[config.mk]
export PLATFORM = sky130hd
export DESIGN_NAME = time_counter
export DESIGN_NICKNAME = d
export VERILOG_FILES = /design/src/rtl/clock_pkg.sv /design/src/rtl/bcd_digit.sv /design/src/rtl/time_counter.sv
export SDC_FILE = /design/constraint.sdc
export NUM_CORES = 1
export LEC_CHECK = 0
export CAP_MARGIN = 20
export CORE_ASPECT_RATIO = 0.75
export CORE_UTILIZATION = 49
export DETAILED_ROUTE_END_ITERATION = 16
export HOLD_SLACK_MARGIN = 0.05
export PLACE_DENSITY = 0.84
export RECOVER_POWER = 25
export SYNTH_ARGS = -nofsm -noshare
export SYNTH_HDL_FRONTEND = slang
export SYNTH_SLANG_ARGS = --single-unit
[constraint.sdc]
create_clock -name clk256 -period 3.85 [get_ports clk256]
set_clock_uncertainty 0.1 [all_clocks]
set_input_delay 0.77 -clock clk256 [delete_from_list [all_inputs] [get_ports clk256]]
set_output_delay 0.77 -clock clk256 [all_outputs]
set_load 0.005 [all_outputs]
[src/rtl/clock_pkg.sv]
// clock_pkg: shared BCD time types, digit limits and the time-legality check.
//   bcd_t           4-bit BCD digit
//   time_t          packed {hr_t, hr_o, min_t, min_o}
//   is_legal_time() true for 00:00..23:59 with every digit a legal BCD value
package clock_pkg;

    typedef logic [3:0] bcd_t;

    typedef struct packed {
        bcd_t hr_t;
        bcd_t hr_o;
        bcd_t min_t;
        bcd_t min_o;
    } time_t;

    localparam bcd_t MAX_MIN_T      = 4'd5;
    localparam bcd_t MAX_HR_T       = 4'd2;
    localparam bcd_t MAX_HR_O_AT_20 = 4'd3;

    function automatic logic is_legal_time(input time_t t);
        return (t.hr_t <= MAX_HR_T) && (t.hr_o <= 4'd9) &&
               ((t.hr_t != MAX_HR_T) || (t.hr_o <= MAX_HR_O_AT_20)) &&
               (t.min_t <= MAX_MIN_T) && (t.min_o <= 4'd9);
    endfunction

endpackage

[src/rtl/bcd_digit.sv]
// bcd_digit: mod-(MAX+1) BCD digit counter with enable, synchronous load and carry.
//   clk, reset   clock, synchronous active-high reset to INIT
//   en           count up by one this edge
//   load, value  load value this edge (takes priority over en)
//   q            current digit
//   carry        combinational: en is set and q is at MAX, so this edge wraps to 0
module bcd_digit
    import clock_pkg::*;
#(
    parameter bcd_t MAX  = 4'd9,
    parameter bcd_t INIT = 4'd0
) (
    input  logic clk,
    input  logic reset,
    input  logic en,
    input  logic load,
    input  bcd_t value,
    output bcd_t q,
    output logic carry
);

    assign carry = en && (q == MAX);

    always_ff @(posedge clk) begin
        if (reset)
            q <= INIT;
        else if (load)
            q <= value;
        else if (en)
            q <= (q == MAX) ? 4'd0 : q + 4'd1;
    end

endmodule

[src/rtl/time_counter.sv]
// time_counter: 24-hour BCD HH:MM wall clock advanced by the one_minute tick, loadable.
//   clk256         system clock
//   reset          synchronous active-high, restores INIT_TIME and clears pulses
//   one_minute     minute tick; only its rising edge advances time
//   load_new_time  request to load new_time this edge
//   new_time       BCD {hr_t, hr_o, min_t, min_o}
//   current_time   BCD time, same packing
//   time_changed   1-cycle pulse after an advance or accepted load
//   day_rollover   1-cycle pulse after 23:59 -> 00:00
//   load_err       1-cycle pulse after a rejected (illegal) load
module time_counter
    import clock_pkg::*;
#(
    parameter logic [15:0] INIT_TIME = 16'h0000
) (
    input  logic        clk256,
    input  logic        reset,
    input  logic        one_minute,
    input  logic        load_new_time,
    input  logic [15:0] new_time,
    output logic [15:0] current_time,
    output logic        time_changed,
    output logic        day_rollover,
    output logic        load_err
);

    localparam time_t INIT = INIT_TIME;

    time_t nt;
    bcd_t  min_o, min_t, hr_t, hr_o;
    logic  tick_d, tick_rise, legal, load_ok, adv, carry_mo, carry_mt, wrap_day;

    assign nt        = new_time;
    assign legal     = is_legal_time(nt);
    assign load_ok   = load_new_time && legal;
    assign tick_rise = one_minute && !tick_d;
    // an accepted load swallows a coincident tick
    assign adv       = tick_rise && !load_ok;
    assign wrap_day  = carry_mt && (hr_t == 4'd2) && (hr_o == 4'd3);

    bcd_digit #(.MAX(4'd9), .INIT(INIT.min_o)) u_min_o (
        .clk(clk256), .reset(reset), .en(adv), .load(load_ok),
        .value(nt.min_o), .q(min_o), .carry(carry_mo)
    );

    bcd_digit #(.MAX(MAX_MIN_T), .INIT(INIT.min_t)) u_min_t (
        .clk(clk256), .reset(reset), .en(carry_mo), .load(load_ok),
        .value(nt.min_t), .q(min_t), .carry(carry_mt)
    );

    // hours kept as one block because 23 wraps to 00 rather than at a digit limit
    always_ff @(posedge clk256) begin
        if (reset) begin
            hr_t <= INIT.hr_t;
            hr_o <= INIT.hr_o;
        end else if (load_ok) begin
            hr_t <= nt.hr_t;
            hr_o <= nt.hr_o;
        end else if (carry_mt) begin
            hr_t <= wrap_day ? 4'd0 : (hr_o == 4'd9) ? hr_t + 4'd1 : hr_t;
            hr_o <= (wrap_day || hr_o == 4'd9) ? 4'd0 : hr_o + 4'd1;
        end
    end

    // tick_d resets high so a tick held across reset release is not counted
    always_ff @(posedge clk256) begin
        if (reset) begin
            tick_d       <= 1'b1;
            time_changed <= 1'b0;
            day_rollover <= 1'b0;
            load_err     <= 1'b0;
        end else begin
            tick_d       <= one_minute;
            time_changed <= load_ok || adv;
            day_rollover <= wrap_day;
            load_err     <= load_new_time && !legal;
        end
    end

    assign current_time = {hr_t, hr_o, min_t, min_o};

endmodule
* Word-level counts from Yosys, hierarchy flattened
Index checks and enable logic that the tools add are counted.
** Operators by class
- Add/sub/neg operators :: 4
- Magnitude comparators :: 5
- Eq/ne operators :: 6
- Muxes and demuxes :: 13
- Reductions and logical operators :: 23
** Operator list (count)
- $mux W4 :: 13
- $add A4 B1 Y4 const B :: 4
- $logic_and A1 B1 Y1 :: 12
- $eq A4 B2 Y1 const B :: 2
- $eq A4 B4 Y1 const B :: 2
- $le A4 B2 Y1 const B :: 2
- $le A4 B4 Y1 const B :: 2
- $reduce_bool A2 Y1 :: 3
- $eq A4 B3 Y1 const B :: 1
- $le A4 B3 Y1 const B :: 1
- $ne A4 B2 Y1 const B :: 1
- $logic_not A1 Y1 :: 3
- $logic_or A1 B1 Y1 :: 3
- $reduce_bool A3 Y1 :: 1
- $reduce_and A2 Y1 :: 1
** Storage, ports and cells
- Flip-flop bits (word level) :: 20
- Input port bits :: 20
- Output and inout port bits :: 19
- Logic and storage cells :: 59

* Depth between registers and ports, before layout
Gate-level depths: netlist of run 1.
- Depth after elaboration :: 16
- Mapped depth :: 6
- Mapped depth without buffers :: 6

* Hierarchy
From an unflattened synthesis of run 1, not the netlist that was laid out.
** Unflattened totals
- Cells, all modules :: 127
- Area, all modules :: 1136.1 µm²
** By module, submodules not included
- time_counter :: instances 1, cells an instance 73, area each 668.1 µm², sequential area each 240.2 µm²
- bcd_digit at u_min_o :: instances 1, cells an instance 28, area each 245.2 µm², sequential area each 80.1 µm²
- bcd_digit at u_min_t :: instances 1, cells an instance 26, area each 222.7 µm², sequential area each 80.1 µm²

* Worst setup path before layout of run 1
No wires, ideal clock.
- Path type :: input to register
- From :: in new_time[6]
- To :: reg hr_t[0]
- Library setup time :: 0.091 ns
- Arrival time :: 1.889 ns
- Required time :: 3.659 ns
- Slack :: 1.770 ns
- Stages on the path :: 5
- Path buffers :: 1
- Path through :: a2111oi_2 > and3_2 > nand2_1 > buf_2 > a311oi_1
** Between the ends
- Longest elaborated chain between the ends :: 13
- Elaborated cells between the ends (all ways) :: 16
- Classes of those cells :: 1 x order compare; 3 x mux; 12 x reduce/logical
** Ends and longest elaborated chain
- start, declared :: line time_counter.sv:20 : input logic [15:0] new_time,
- $le A4 B3 Y1 * :: line clock_pkg.sv:23 : (t.min_t <= MAX_MIN_T) && (t.min_o <= 4'd9);
- $logic_and A1 B1 Y1 * :: line clock_pkg.sv:22 : ((t.hr_t != MAX_HR_T) || (t.hr_o <= MAX_HR_O_AT_20)) &&
- $logic_and A1 B1 Y1 * :: line clock_pkg.sv:23
- $logic_and A1 B1 Y1 * :: line time_counter.sv:35 : assign load_ok = load_new_time && legal;
- $logic_not A1 Y1 :: line time_counter.sv:38 : assign adv = tick_rise && !load_ok;
- $logic_and A1 B1 Y1 :: line time_counter.sv:38
- $logic_and A1 B1 Y1 (2 in a row) :: line bcd_digit.sv:22 : assign carry = en && (q == MAX);
- $logic_and A1 B1 Y1 (2 in a row) :: line time_counter.sv:39 : assign wrap_day = carry_mt && (hr_t == 4'd2) && (hr_o == 4'd3);
- $mux W4 :: line time_counter.sv:60 : hr_t <= wrap_day ? 4'd0 : (hr_o == 4'd9) ? hr_t + 4'd1 : hr_t;
- $mux W4 :: line time_counter.sv:59 : end else if (carry_mt) begin
- $mux W4 :: line time_counter.sv:56 : end else if (load_ok) begin
- end signal, assigned :: line time_counter.sv:54 : hr_t <= INIT.hr_t;
- end signal, assigned :: line time_counter.sv:57 : hr_t <= nt.hr_t;
- end signal, assigned :: line time_counter.sv:60
- end, declared :: line time_counter.sv:30 : bcd_t min_o, min_t, hr_t, hr_o;
Mark *: on every way between the ends. The rest lies on a longest branch, timed or not. The select of a mux whose other input is x is not followed.
A chain may end at the register's enable or synchronous reset.

* Final worst setup path of run 1
- From :: in one_minute
- To :: reg hr_t[3]
** Between the ends
- Longest elaborated chain between the ends :: 9
- Elaborated cells between the ends (all ways) :: 12
- Classes of those cells :: 3 x mux; 9 x reduce/logical
** Ends and longest elaborated chain
- start, declared :: line time_counter.sv:18 : input logic one_minute,
- $logic_and A1 B1 Y1 * :: line time_counter.sv:36 : assign tick_rise = one_minute && !tick_d;
- $logic_and A1 B1 Y1 * :: line time_counter.sv:38
- $logic_and A1 B1 Y1 * (2 in a row) :: line bcd_digit.sv:22
- $logic_and A1 B1 Y1 (2 in a row) :: line time_counter.sv:39
- $mux W4 :: line time_counter.sv:60
- $mux W4 :: line time_counter.sv:59
- $mux W4 :: line time_counter.sv:56
Marked as above.

==> results of run 1 <==
## final timing paths
kind | start | end | slack [ns] | cells past startpoint
setup / recovery | one_minute | hr_t[3]$_SDFFE_PP0P_ | 1.29 | 5
hold / removal | hr_t[3]$_SDFFE_PP0P_ | hr_t[3]$_SDFFE_PP0P_ | 0.46 | 2
setup reg to reg | hr_o[1]$_SDFFE_PP0P_ | hr_o[2]$_SDFFE_PP0P_ | 1.82 | 6
hold reg to reg | hr_t[3]$_SDFFE_PP0P_ | hr_t[3]$_SDFFE_PP0P_ | 0.46 | 2
## power by group through the flow
stage | sequential [W] | clock (W) | combinational [W]
after floorplan | 0.000222 | 0 | 0.0000258
after global placement | 0.000223 | 0 | 0.0000588
after detailed placement | 0.000224 | 0 | 0.0000602
after CTS | 0.000219 | 0.000128 | 0.0000608
after global routing | 0.000220 | 0.000134 | 0.0000645
final | 0.000219 | 0.000130 | 0.0000603
## cells by family (layout without fill, tap and decap cells)
kind of cell             count (synthesis)  after routing
AND/OR/NAND/NOR                         53             53
AO/OA/AOI/OAI                           36             36
flip-flops                              20             20
buffers and inverters                   13             48
adder cells (fa/ha/maj)                  4              4
XOR/XNOR                                 4              4
multiplexers                             1              1
## metrics by stage
step	setup slack, ns	cells	util	total power, W
after floorplan	1.77	131	-	0.000248
after global placement	1.05	196	0.682	0.000282
after detailed placement	0.982	196	0.682	0.000284
after CTS	1.30	200	0.698	0.000408
after global routing	1.12	200	0.698	0.000418
final	1.29	200	0.698	0.000409
## layout make-up
class,count,area (µm²)
inverters,6,22.5
flip-flops and latches,20,400
fillers,199,697
clock buffers,4,36.3
multi-input cells,98,729
well taps,34,42.5
repair buffers,38,380
## registers in the layout, indices dropped and copies added (netlist names)
register	flops
day_rollover	1
time_changed	1
tick_d	1
hr_t	4
u_min_t.q	4
u_min_o.q	4
load_err	1
hr_o	4
## synth_stat cells (2+ instances only)
library cell               number  share of area
sky130_fd_sc_hd__or3_1          2          0.010
sky130_fd_sc_hd__nor3_1        13          0.054
sky130_fd_sc_hd__dfxtp_1       20           0.33
sky130_fd_sc_hd__a311oi_1       6          0.043
sky130_fd_sc_hd__buf_2          3          0.012
sky130_fd_sc_hd__nand3_1        5          0.021
sky130_fd_sc_hd__a211oi_1       6          0.037
sky130_fd_sc_hd__or3b_1         2          0.014
sky130_fd_sc_hd__o31ai_1        3          0.019
sky130_fd_sc_hd__a21oi_1        4          0.017
sky130_fd_sc_hd__inv_1          6          0.019
sky130_fd_sc_hd__nand3b_1       2          0.012
sky130_fd_sc_hd__nor3b_1        2          0.012
sky130_fd_sc_hd__ha_1           4          0.041
sky130_fd_sc_hd__nand2_1        6          0.019
sky130_fd_sc_hd__nor2_1         3         0.0093
sky130_fd_sc_hd__buf_6          3          0.028
sky130_fd_sc_hd__o21ai_0        7          0.029
sky130_fd_sc_hd__xor2_1         3          0.022
## worst reg2reg max path: stages (launching register included)
cell and delay, ns:
sky130_fd_sc_hd__dfxtp_1 0.45, sky130_fd_sc_hd__inv_1 0.07, sky130_fd_sc_hd__ha_1 0.19, sky130_fd_sc_hd__nand3b_2 0.15
sky130_fd_sc_hd__a21boi_4 0.28, sky130_fd_sc_hd__or4b_1 0.47, sky130_fd_sc_hd__a311oi_1 0.25
## layer usage
layer	track usage	wire, µm	share of wire	vias up
li1	-	-	-	577
met1	0.335	1430	0.43	557
met2	0.447	1570	0.47	62
met3	0.0544	291	0.088	2
met4	0.0381	5	0.0015	0
met5	0	0	0	-
==> impl_results.rst, run 1 <==
.. list-table::
   :header-rows: 1

   * - Metric
     - Value
   * - Arrival time of the worst setup path
     - 2.69 ns
   * - Clock tree from TritonCTS
     - yes
   * - Initial standard-cell utilization of the core
     - 0.524
   * - FFs w/ async S/R, synth
     - 0
   * - Part of the total power dissipated in combinational logic
     - 0.147
   * - Xor/xnor cell area share of the yosys netlist
     - 0.0290
   * - Standard-cell row count
     - 15
   * - DPL Wire Length
     - 2400 µm
   * - Cells along the critical path
     - clkdlybuf4s50_1 -> and3b_1 -> nand3_4 -> or4_1 -> a211oi_1
   * - Deepest level of the CTS H-tree
     - 1
   * - Crit path required time
     - 3.98 ns
   * - Width of the chip
     - 59.4 µm
   * - Post-layout net count
     - 191
   * - Number of global-route vias before repair
     - 1086
   * - Area of all placed cells without fillers
     - 0.00161 mm²
   * - Resized cells post-CTS
     - 0
   * - # port buffers
     - 38
   * - Run status
     - finished, final reports clean
   * - NetSw
     - 0.000105 W
   * - Fraction of final layout cells with drive strength greater than 1
     - 0.0843
   * - Placer Congestion
     - 0.848
   * - CTS hold repair buffers
     - 0
   * - Mux contribution to synthesized area
     - 0.00827
   * - DRC viols
     - 0
   * - Setup TNS
     - 0 ns
   * - Maxcap violations
     - 0
   * - Count of state elements after synthesis
     - 20
   * - Buffers plus inverters on the worst setup path
     - 1
   * - Worst-Margin Slew
     - 0.648 ns
   * - Overall die height
     - 45.0 µm
   * - Area share of fa/ha/maj cells after synthesis
     - 0.0414
   * - Switching portion of total power
     - 0.256
   * - Global-route congestion overflow total
     - 0
   * - Share of total power in the clock network
     - 0.317
   * - Area post-placement
     - 0.00158 mm²
   * - Sequential-to-total area share from yosys stat
     - 0.331
   * - Maximum number of pins on one net before global-route repair
     - 18
   * - Power density relative to cell area
     - 254 mW/mm²
   * - Number of buffers between clock root and the deepest sink
     - 2
   * - Distinct cell type count after synthesis
     - 50
   * - Standard cell core area
     - 0.00231 mm²
   * - Number of nets produced by synthesis
     - 155
   * - Yosys warns
     - 0
   * - Master cell of the clock root buffer
     - sky130_fd_sc_hd__clkbuf_4
   * - Total GRT Usage
     - 0.256
   * - Complex-gate fraction of the synthesized area
     - 0.230
   * - Detailed-routing iteration count for the pre-antenna-repair pass
     - 5
   * - Synth Area per Inst
     - 9.24 µm²
   * - Number of vias in the routed layout
     - 1198
   * - Clock slew at reported path FFs
     - 0.12 ns
   * - Rel. slew slack
     - 0.567
   * - Critical Path Start Type
     - primary input
   * - Latest clock arrival within the worst-skew pair
     - 0.32 ns
   * - Number of flops mapped to enable cells by yosys
     - 0
   * - DRT Wirelength
     - 3300 µm
   * - Standby leakage power
     - 0.563 nW
   * - Number of antenna violations at the first check in global routing
     - 0
   * - Worst hold-check path type
     - reg2reg
   * - Worst supply voltage drop on vdd
     - 0.000220 V
   * - Unrepaired setup endpoints after global routing
     - no
   * - Top flip-flop cell by instance count after synthesis
     - sky130_fd_sc_hd__dfxtp_1
   * - Residual antenna-violating net count after detailed routing
     - 0
   * - Violation count after the first detailed-route iteration
     - 52
   * - Wire length per cell
     - 16.5 µm
   * - Nature of the critical path endpoint
     - register
   * - Synth-to-layout area growth
     - 33.2%
   * - CP max stage delay
     - 0.56 ns
   * - Most frequent standard cell in the layout excluding fill and tap cells
     - sky130_fd_sc_hd__clkdlybuf4s50_1
   * - Final number of setup-violating endpoints
     - 0
   * - Area share of and/or/nand/nor cells after synthesis
     - 0.295
   * - Hold violation count in the final report
     - 0
   * - Final min period
     - 2.56 ns
   * - Area of the die
     - 0.00267 mm²
   * - Combinational family with the most area after synthesis
     - simple AND/OR/NAND/NOR gates
   * - Part of the cycle the worst path needs
     - 0.666
   * - Post-synthesis instance area
     - 0.00121 mm²
   * - Cell-internal power
     - 0.000305 W
   * - Count of clock tree sinks
     - 20
   * - Sequential share of power
     - 0.535
   * - Global-route wire length before repair
     - 5000 µm
   * - Number of diodes added for antenna fixing
     - 0
   * - Vias per std cell
     - 5.99
   * - Critical path class
     - in2reg
   * - Commonest cells after routing, fill and taps aside
     - sky130_fd_sc_hd__clkdlybuf4s50_1 (30), sky130_fd_sc_hd__dfxtp_1 (20), sky130_fd_sc_hd__nor3_1 (13), sky130_fd_sc_hd__dlygate4sd3_1 (8), sky130_fd_sc_hd__o21ai_0 (7)
   * - Crit path max fanout
     - 17
   * - Gate count of the mapped netlist
     - 131
   * - I/O pin cnt
     - 39
   * - Number of buffers inserted by post-CTS setup repair
     - 0
   * - Peak Freq
     - 0.390 GHz
   * - Crit-path slowest cell
     - sky130_fd_sc_hd__or4_1
   * - Number of pins with negative max-slew slack in the final report
     - 0
   * - Post-route worst hold slack
     - 0.460 ns
   * - Delay-heaviest family, CP
     - simple AND/OR/NAND/NOR gates
   * - Number of buffers inserted during clock tree synthesis
     - 3
Note: power is estimated with default switching activity, not from simulation.
==> run 2, diff against run 1 <==
--- a/config.mk
+++ b/config.mk
@@ -7,10 +7,10 @@
 export LEC_CHECK = 0
 export CAP_MARGIN = 20
 export CORE_ASPECT_RATIO = 0.75
-export CORE_UTILIZATION = 49
+export CORE_UTILIZATION = 41
 export DETAILED_ROUTE_END_ITERATION = 16
 export HOLD_SLACK_MARGIN = 0.05
-export PLACE_DENSITY = 0.84
+export PLACE_DENSITY = 0.75
 export RECOVER_POWER = 25
 export SYNTH_ARGS = -nofsm -noshare
 export SYNTH_HDL_FRONTEND = slang
==> constraint.sdc (replaced) <==
create_clock -name clk256 -period 2.3 [get_ports clk256]
set_clock_uncertainty 0.1 [all_clocks]
set_input_delay 0.46 -clock clk256 [delete_from_list [all_inputs] [get_ports clk256]]
set_output_delay 0.46 -clock clk256 [all_outputs]
set_load 0.005 [all_outputs]
==> impl_results.rst, run 2 (synthesized netlist as in run 1, its figures left out) <==
.. list-table::
   :header-rows: 1

   * - Metric
     - Value
   * - Rel. slew slack
     - 0.667 (+0.100)
   * - Nature of the critical path endpoint
     - register
   * - Routed metal-1 wire length
     - 1520 µm (+5.9%)
   * - Hold Path Sink
     - u_min_o.q[3]$_SDFFE_PP0P_
   * - Met3 routed wirelength
     - 161 µm (-45%)
   * - Total GRT Usage
     - 0.215 (-0.0419)
   * - Maxcap violations
     - 0 (unchanged)
   * - Crit path required time
     - 2.37 ns (-1.61 ns)
   * - I/O pin cnt
     - 39 (unchanged)
   * - Peak Freq
     - 0.469 GHz
   * - Number of antenna violations at the first check in global routing
     - 0 (unchanged)
   * - DP Worst Slack
     - -0.0785 ns (-1.06 ns)
   * - Fraction of final layout cells with drive strength greater than 1
     - 0.141 (+0.0569)
   * - Count of clock tree sinks
     - 20 (unchanged)
   * - Area of the die
     - 0.00317 mm² (+19%)
   * - Number of buffers inserted during clock tree synthesis
     - 3 (unchanged)
   * - Crit path max fanout
     - 12 (-5)
   * - Final min period
     - 2.13 ns
   * - Number of diodes added for antenna fixing
     - 0 (unchanged)
   * - Latest clock arrival within the worst-skew pair
     - 0.26 ns (-0.06 ns)
   * - Initial standard-cell utilization of the core
     - 0.448 (-0.0764)
   * - Maximum number of pins on one net before global-route repair
     - 13 (-5)
   * - Met2 wire len
     - 1530 µm (-2.2%)
   * - Worst-Margin Slew
     - 0.498 ns (-0.150 ns)
   * - # port buffers
     - 38 (unchanged)
   * - Residual antenna-violating net count after detailed routing
     - 0 (unchanged)
   * - Critical path class
     - in2reg
   * - Standard-cell row count
     - 16 (+1)
   * - Synth-to-layout area growth
     - 41.3%
   * - Unrepaired setup endpoints after global routing
     - no
   * - Part of the cycle the worst path needs
     - 0.928
   * - Worst R2R Start
     - hr_o[1]$_SDFFE_PP0P_
   * - Placer Congestion
     - 0.886 (+4.5%)
   * - Clock slew at reported path FFs
     - 0.07 ns (-0.05 ns)
   * - R2r setup slk
     - 0.28 ns (-1.54 ns)
   * - CTS hold repair buffers
     - 0 (unchanged)
   * - Commonest cells after routing, fill and taps aside
     - sky130_fd_sc_hd__clkdlybuf4s50_1 (29), sky130_fd_sc_hd__dfxtp_1 (20), sky130_fd_sc_hd__nor3_1 (13), sky130_fd_sc_hd__buf_4 (12), sky130_fd_sc_hd__dlygate4sd3_1 (9)
   * - Standard cell core area
     - 0.00270 mm² (+17%)
   * - Number of pins with negative max-slew slack in the final report
     - 0 (unchanged)
   * - Highest metal layer with signal wires
     - met4
   * - Setup TNS
     - 0 ns (unchanged)
   * - Resized cells post-CTS
     - 0 (unchanged)
   * - Wire length per cell
     - 15.2 µm (-8.0%)
   * - Area post-placement
     - 0.00167 mm² (+5.9%)
   * - Number of buffers between clock root and the deepest sink
     - 2 (unchanged)
   * - Post-layout net count
     - 203 (+6.3%)
   * - Number of global-route vias before repair
     - 1126 (+3.7%)
   * - Width of the chip
     - 64.7 µm (+9.0%)
   * - Violation count after the first detailed-route iteration
     - 64 (+23%)
   * - Worst hold path cell count
     - 2 (unchanged)
   * - Run status
     - finished, final reports clean
   * - Area of all placed cells without fillers
     - 0.00171 mm² (+6.1%)
   * - Power density relative to cell area
     - 413 mW/mm² (+63%)
   * - End of the worst register-to-register path
     - hr_o[2]$_SDFFE_PP0P_
   * - Deepest level of the CTS H-tree
     - 1 (unchanged)
   * - Worst-case setup margin in the final layout
     - 0.166 ns (-1.12 ns)
   * - Hold violation count in the final report
     - 0 (unchanged)
   * - Worst hold-check path type
     - reg2reg
   * - Master cell of the clock root buffer
     - sky130_fd_sc_hd__clkbuf_8
   * - Global-route congestion overflow total
     - 0 (unchanged)
   * - Final number of setup-violating endpoints
     - 0 (unchanged)
   * - Number of cells in the finished layout apart from fillers
     - 213 (+6.5%)
   * - Detailed-routing iteration count for the pre-antenna-repair pass
     - 4 (-1)
   * - Number of buffers inserted by post-CTS setup repair
     - 0 (unchanged)
   * - Number of vias in the routed layout
     - 1232 (+2.8%)
   * - Clock tree from TritonCTS
     - yes
   * - Placed instance count
     - 210 (+7.1%)
   * - Overall die height
     - 49.0 µm (+8.9%)
   * - Vias per std cell
     - 5.78 (-3.4%)
   * - DRC viols
     - 0 (unchanged)
   * - Arrival time of the worst setup path
     - 2.20 ns (-0.49 ns)
   * - Standby leakage power
     - 0.622 nW (+10%)
   * - DPL Wire Length
     - 2570 µm (+7.2%)
   * - Reg2Reg Depth
     - 6 (unchanged)
   * - Worst supply voltage drop on vdd
     - 0.000319 V (+45%)
   * - Critical Path Start Type
     - primary input
   * - Most frequent standard cell in the layout excluding fill and tap cells
     - sky130_fd_sc_hd__clkdlybuf4s50_1
   * - DRT Wirelength
     - 3230 µm (-2.0%)
   * - Global-route wire length before repair
     - 5220 µm (+4.6%)
   * - Source of the worst hold timing path
     - u_min_o.q[3]$_SDFFE_PP0P_
## run 2: cell count changes in the layout (fill, tap and decap cells not counted), sizes merged
cell	previous run	this run
buf	0	12
clkdlybuf4s50	30	29
dlygate4sd3	8	9
clkbuf	4	3
## run 2: how the worst max path moves through the flow
stage | from | to | slack [ns]
after CTS | one_minute | hr_o[2]$_SDFFE_PP0P_ | 0.19
after detailed placement | one_minute | hr_o[2]$_SDFFE_PP0P_ | -0.08
final | one_minute | hr_o[2]$_SDFFE_PP0P_ | 0.17
after global routing | new_time[6] | hr_o[1]$_SDFFE_PP0P_ | 0.09
after global placement | one_minute | hr_o[2]$_SDFFE_PP0P_ | -0.06
after floorplan | hr_t[0]$_SDFFE_PP0P_ | hr_o[2]$_SDFFE_PP0P_ | 0.48
## run 2: routing by layer
layer | vias to the layer above | GRT usage
met4 | 0 | 0.0741
met3 | 5 | 0.0514
met2 | 41 | 0.339
met1 | 590 | 0.284
li1 | 596 | -
met5 | - | 0
## run 2: worst max-delay path, stage by stage
cell	delay, ns
sky130_fd_sc_hd__clkdlybuf4s50_1	0.51
sky130_fd_sc_hd__and3b_1	0.29
sky130_fd_sc_hd__nand3_4	0.18
sky130_fd_sc_hd__or4b_1	0.49
sky130_fd_sc_hd__a311oi_1	0.27
## run 2: stage by stage
stage	util	hold slack (ns)	power, W
finish	0.632	0.443	0.000706
floorplan	-	0.405	0.000415
global route	0.632	0.476	0.000737
detailed placement	0.617	0.436	0.000485
CTS	0.632	0.445	0.000708
global placement	0.617	0.422	0.000483
## run 2: final cells by class
class / instances / area [µm²]
Clock buffer: 3 / 41.3
Multi-Input combinational cell: 98 / 729
Timing Repair Buffer: 50 / 470
Fill cell: 226 / 993
Sequential cell: 20 / 400
Tap cell: 36 / 45.0
Inverter: 6 / 22.5
## run 2: where the power goes
| part | switching [W] | leakage [nW] | total (W) | internal, W |
|---|---|---|---|---|
| Combinational | 0.0000446 | 0.438 | 0.000112 | 0.0000679 |
| Sequential | 0.0000104 | 0.162 | 0.000365 | 0.000354 |
| Clock | 0.000112 | 0.0216 | 0.000229 | 0.000117 |
==> run 3, diff against run 2 <==
--- a/config.mk
+++ b/config.mk
@@ -5,12 +5,15 @@
 export SDC_FILE = /design/constraint.sdc
 export NUM_CORES = 1
 export LEC_CHECK = 0
+export ABC_AREA = 1
 export CAP_MARGIN = 20
+export CELL_PAD_IN_SITES_DETAIL_PLACEMENT = 1
+export CELL_PAD_IN_SITES_GLOBAL_PLACEMENT = 1
 export CORE_ASPECT_RATIO = 0.75
-export CORE_UTILIZATION = 41
+export CORE_UTILIZATION = 28
 export DETAILED_ROUTE_END_ITERATION = 16
 export HOLD_SLACK_MARGIN = 0.05
-export PLACE_DENSITY = 0.75
+export PLACE_DENSITY_LB_ADDON = 0.1
 export RECOVER_POWER = 25
 export SYNTH_ARGS = -nofsm -noshare
 export SYNTH_HDL_FRONTEND = slang
==> impl_results.rst, run 3 <==
.. list-table::
   :header-rows: 1

   * - Metric
     - Value
   * - FFs w/ async S/R, synth
     - 0 (unchanged)
   * - Resized cells post-CTS
     - 0 (unchanged)
   * - Count of filler cells inserted in the layout
     - 548 (+140%)
   * - Share of total power in the clock network
     - 0.454 (+0.130)
   * - R2r setup slk
     - 0.33 ns (+0.05 ns)
   * - Peak Freq
     - 0.476 GHz (+1.7%)
   * - Part of the total power dissipated in combinational logic
     - 0.106 (-0.053)
   * - Number of global-route vias before repair
     - 1333 (+18%)
   * - Standard cell core area
     - 0.00415 mm² (+54%)
   * - Top post-synthesis cells by count
     - sky130_fd_sc_hd__nand2_1 (41), sky130_fd_sc_hd__inv_1 (22), sky130_fd_sc_hd__nor2_1 (22)
   * - Most frequent standard cell in the layout excluding fill and tap cells
     - sky130_fd_sc_hd__nand2_1
   * - Number of diodes added for antenna fixing
     - 0 (unchanged)
   * - Part of the cycle the worst path needs
     - 0.913 (-0.0151)
   * - Most numerous cell in the Yosys netlist
     - sky130_fd_sc_hd__nand2_1
   * - Distinct cell type count after synthesis
     - 28 (-44%)
   * - End of the worst register-to-register path
     - hr_t[0]$_SDFFE_PP0P_
   * - Number of antenna violations at the first check in global routing
     - 0 (unchanged)
   * - Reg2Reg Depth
     - 9 (+3)
   * - Number of buffers inserted by post-CTS setup repair
     - 0 (unchanged)
   * - DP Worst Slack
     - -0.0800 ns (-0.00148 ns)
   * - Width of the chip
     - 78.8 µm (+22%)
   * - Standard-cell row count
     - 20 (+4)
   * - Critical Path Start Type
     - primary input
   * - Final number of setup-violating endpoints
     - 0 (unchanged)
   * - DRC viols
     - 0 (unchanged)
   * - Worst R2R Start
     - hr_o[1]$_SDFFE_PP0P_
   * - Standby leakage power
     - 0.789 nW (+27%)
   * - Yosys warns
     - 0 (unchanged)
   * - Fraction of post-synthesis cell area in the top cell type by area
     - 0.323 (-0.00769)
   * - Termination of the worst setup path
     - hr_o[1]$_SDFFE_PP0P_
   * - Unrepaired setup endpoints after global routing
     - no
   * - Arrival time of the worst setup path
     - 2.20 ns (about the same)
   * - Residual antenna-violating net count after detailed routing
     - 0 (unchanged)
   * - Count of state elements after synthesis
     - 20 (unchanged)
   * - Switching portion of total power
     - 0.217 (-0.0197)
   * - Worst-case setup margin in the final layout
     - 0.201 ns (+0.0348 ns)
   * - Latest clock arrival within the worst-skew pair
     - 0.27 ns (about the same)
   * - NetSw
     - 0.000176 W (+5.2%)
   * - I/O pin cnt
     - 39 (unchanged)
   * - Worst setup path startpoint
     - new_time[11]
   * - Wire length per cell
     - 13.6 µm (-10%)
   * - Setup TNS
     - 0 ns (unchanged)
   * - Commonest cells after routing, fill and taps aside
     - sky130_fd_sc_hd__nand2_1 (41), sky130_fd_sc_hd__clkdlybuf4s50_1 (31), sky130_fd_sc_hd__inv_1 (22), sky130_fd_sc_hd__nor2_1 (22), sky130_fd_sc_hd__dfxtp_1 (20)
   * - Rel. slew slack
     - 0.692 (+0.0247)
   * - Library cell with the largest summed area after synthesis
     - sky130_fd_sc_hd__dfxtp_1
   * - Overall power
     - 0.000810 W (+15%)
   * - Crit path max fanout
     - 9 (-3)
   * - Hold violation count in the final report
     - 0 (unchanged)
   * - Gate count of the mapped netlist
     - 183 (+40%)
   * - Number of buffers between clock root and the deepest sink
     - 2 (unchanged)
   * - Post-layout net count
     - 257 (+27%)
   * - Maxcap violations
     - 0 (unchanged)
   * - DPL Wire Length
     - 3090 µm (+20%)
   * - Vias per std cell
     - 4.76 (-18%)
   * - Top flip-flop cell by instance count after synthesis
     - sky130_fd_sc_hd__dfxtp_1
   * - Overall die height
     - 59.6 µm (+22%)
   * - # port buffers
     - 38 (unchanged)
   * - Number of pins with negative max-slew slack in the final report
     - 0 (unchanged)
   * - Fraction of final layout cells with drive strength greater than 1
     - 0.112 (-0.0292)
   * - Placed instance count
     - 283 (+35%)
   * - CTS hold repair buffers
     - 0 (unchanged)
   * - Master cell of the clock root buffer
     - sky130_fd_sc_hd__clkbuf_8
   * - Crit path required time
     - 2.40 ns (+0.03 ns)
   * - Top post-synthesis cells by area
     - sky130_fd_sc_hd__dfxtp_1 (32%), sky130_fd_sc_hd__nand2_1 (12%), sky130_fd_sc_hd__inv_1 (6.7%)
   * - Deepest level of the CTS H-tree
     - 1 (unchanged)
   * - DRT Wirelength
     - 3900 µm (+21%)
   * - Synth-to-layout area growth
     - 47.1%
   * - Power density relative to cell area
     - 445 mW/mm² (+7.6%)
   * - Number of vias in the routed layout
     - 1366 (+11%)
   * - Nature of the critical path endpoint
     - register
   * - Count of clock tree sinks
     - 20 (unchanged)
   * - Critical path class
     - in2reg
   * - Final min period
     - 2.10 ns (-0.0348 ns)
   * - Final Util
     - 0.439 (-0.194)
   * - Global-route wire length before repair
     - 6600 µm (+26%)
   * - Cell-internal power
     - 0.000634 W (+18%)
   * - Detailed-routing iteration count for the pre-antenna-repair pass
     - 4 (unchanged)
   * - Worst supply voltage drop on vdd
     - 0.000263 V (-18%)
   * - Clock slew at reported path FFs
     - 0.09 ns (+0.02 ns)
   * - Number of flops mapped to enable cells by yosys
     - 0 (unchanged)
   * - Global-route congestion overflow total
     - 0 (unchanged)
   * - Number of nets produced by synthesis
     - 207 (+34%)
   * - Initial standard-cell utilization of the core
     - 0.298 (-0.149)
   * - Sequential share of power
     - 0.440 (-0.077)
   * - Clock tree from TritonCTS
     - yes
   * - Number of buffers inserted during clock tree synthesis
     - 3 (unchanged)
   * - Total GRT Usage
     - 0.186 (-0.0288)
   * - Sequential-to-total area share from yosys stat
     - 0.323 (-0.00769)
   * - Area of the die
     - 0.00470 mm² (+48%)
   * - Violation count after the first detailed-route iteration
     - 58 (-9.4%)
   * - Worst hold-check path type
     - reg2reg
   * - Placer Congestion
     - 0.770 (-13%)
   * - Number of cells in the finished layout apart from fillers
     - 287 (+35%)
   * - Post-synthesis instance area
     - 0.00124 mm² (+2.4%)
   * - Maximum number of pins on one net before global-route repair
     - 15 (+2)
   * - Worst-Margin Slew
     - 0.462 ns (-0.0359 ns)
   * - Run status
     - finished, final reports clean
   * - Synth Area per Inst
     - 6.77 µm² (-27%)
-- run 3: changes by cell type in the layout (fill, tap and decap cells not counted), sizes merged, moves of 9 or more --
cell / delta
inv: +20
nand3: +10
nand2: +37
nor2: +19
nor3: -9
-- run 3: through the flow --
| stage | area (µm²) | hold slack (ns) |
|---|---|---|
| floorplan | 1240 | 0.401 |
| global placement | 1750 | 0.410 |
| detailed placement | 1750 | 0.422 |
| CTS | 1820 | 0.449 |
| global route | 1820 | 0.478 |
| finish | 1820 | 0.434 |
-- run 3: area by class of cell --
class,count,area [µm²],area share
inverters,27,101,0.0556
multi-input cells,132,717,0.394
clock inverters,1,30.0,0.0165
flip-flops and latches,20,400,0.220
clock buffers,3,41.3,0.0227
repair buffers,49,463,0.254
well taps,55,68.8,0.0378
-- run 3: routing by layer --
metal / global-route usage / vias up / part of all wire
met5: 0 / - / 0
met4: 0.0397 / 0 / 0.0087
met3: 0.0492 / 4 / 0.051
met2: 0.282 / 35 / 0.44
met1: 0.263 / 638 / 0.50
li1: - / 689 / -
-- run 3: cells by family after synthesis --
kind of cell    count (synthesis)  share of synthesized area
compound gates                 29                      0.144
xor+xnor                        6                     0.0424
fa+ha+maj                       4                     0.0404
buf+inv                        31                     0.0980
flops                          20                      0.323
simple gates                   93                      0.352
-- run 3: how the worst min path moves through the flow --
stage,startpoint,endpoint,slack (ns),depth (start not counted)
after floorplan,hr_o[3]$_SDFFE_PP0P_,hr_o[3]$_SDFFE_PP0P_,0.40,2
after global placement,u_min_t.q[3]$_SDFFE_PP0P_,u_min_t.q[3]$_SDFFE_PP0P_,0.41,2
after detailed placement,u_min_t.q[3]$_SDFFE_PP0P_,u_min_t.q[3]$_SDFFE_PP0P_,0.42,2
after CTS,u_min_t.q[3]$_SDFFE_PP0P_,u_min_t.q[3]$_SDFFE_PP0P_,0.45,2
after global routing,hr_o[3]$_SDFFE_PP0P_,hr_o[3]$_SDFFE_PP0P_,0.48,2
final,u_min_t.q[3]$_SDFFE_PP0P_,u_min_t.q[3]$_SDFFE_PP0P_,0.43,2
-- run 3: worst max-delay path, cell delays in order --
cell	delay, ns
sky130_fd_sc_hd__clkdlybuf4s50_1	0.52
sky130_fd_sc_hd__o21ai_1	0.08
sky130_fd_sc_hd__nand2_1	0.06
sky130_fd_sc_hd__nand2_1	0.07
sky130_fd_sc_hd__nand3_2	0.18
sky130_fd_sc_hd__nand3_1	0.17
sky130_fd_sc_hd__nor2_1	0.32
sky130_fd_sc_hd__nand4_1	0.16
sky130_fd_sc_hd__a31oi_1	0.16
-- run 3: power groups by stage --
stage               combinational, W  sequential [W]  clock [W]
global route               0.0000948        0.000358   0.000393
global placement           0.0000867        0.000365          0
finish                     0.0000857        0.000357   0.000368
CTS                        0.0000879        0.000357   0.000377
detailed placement         0.0000875        0.000365          0
floorplan                  0.0000276        0.000364          0
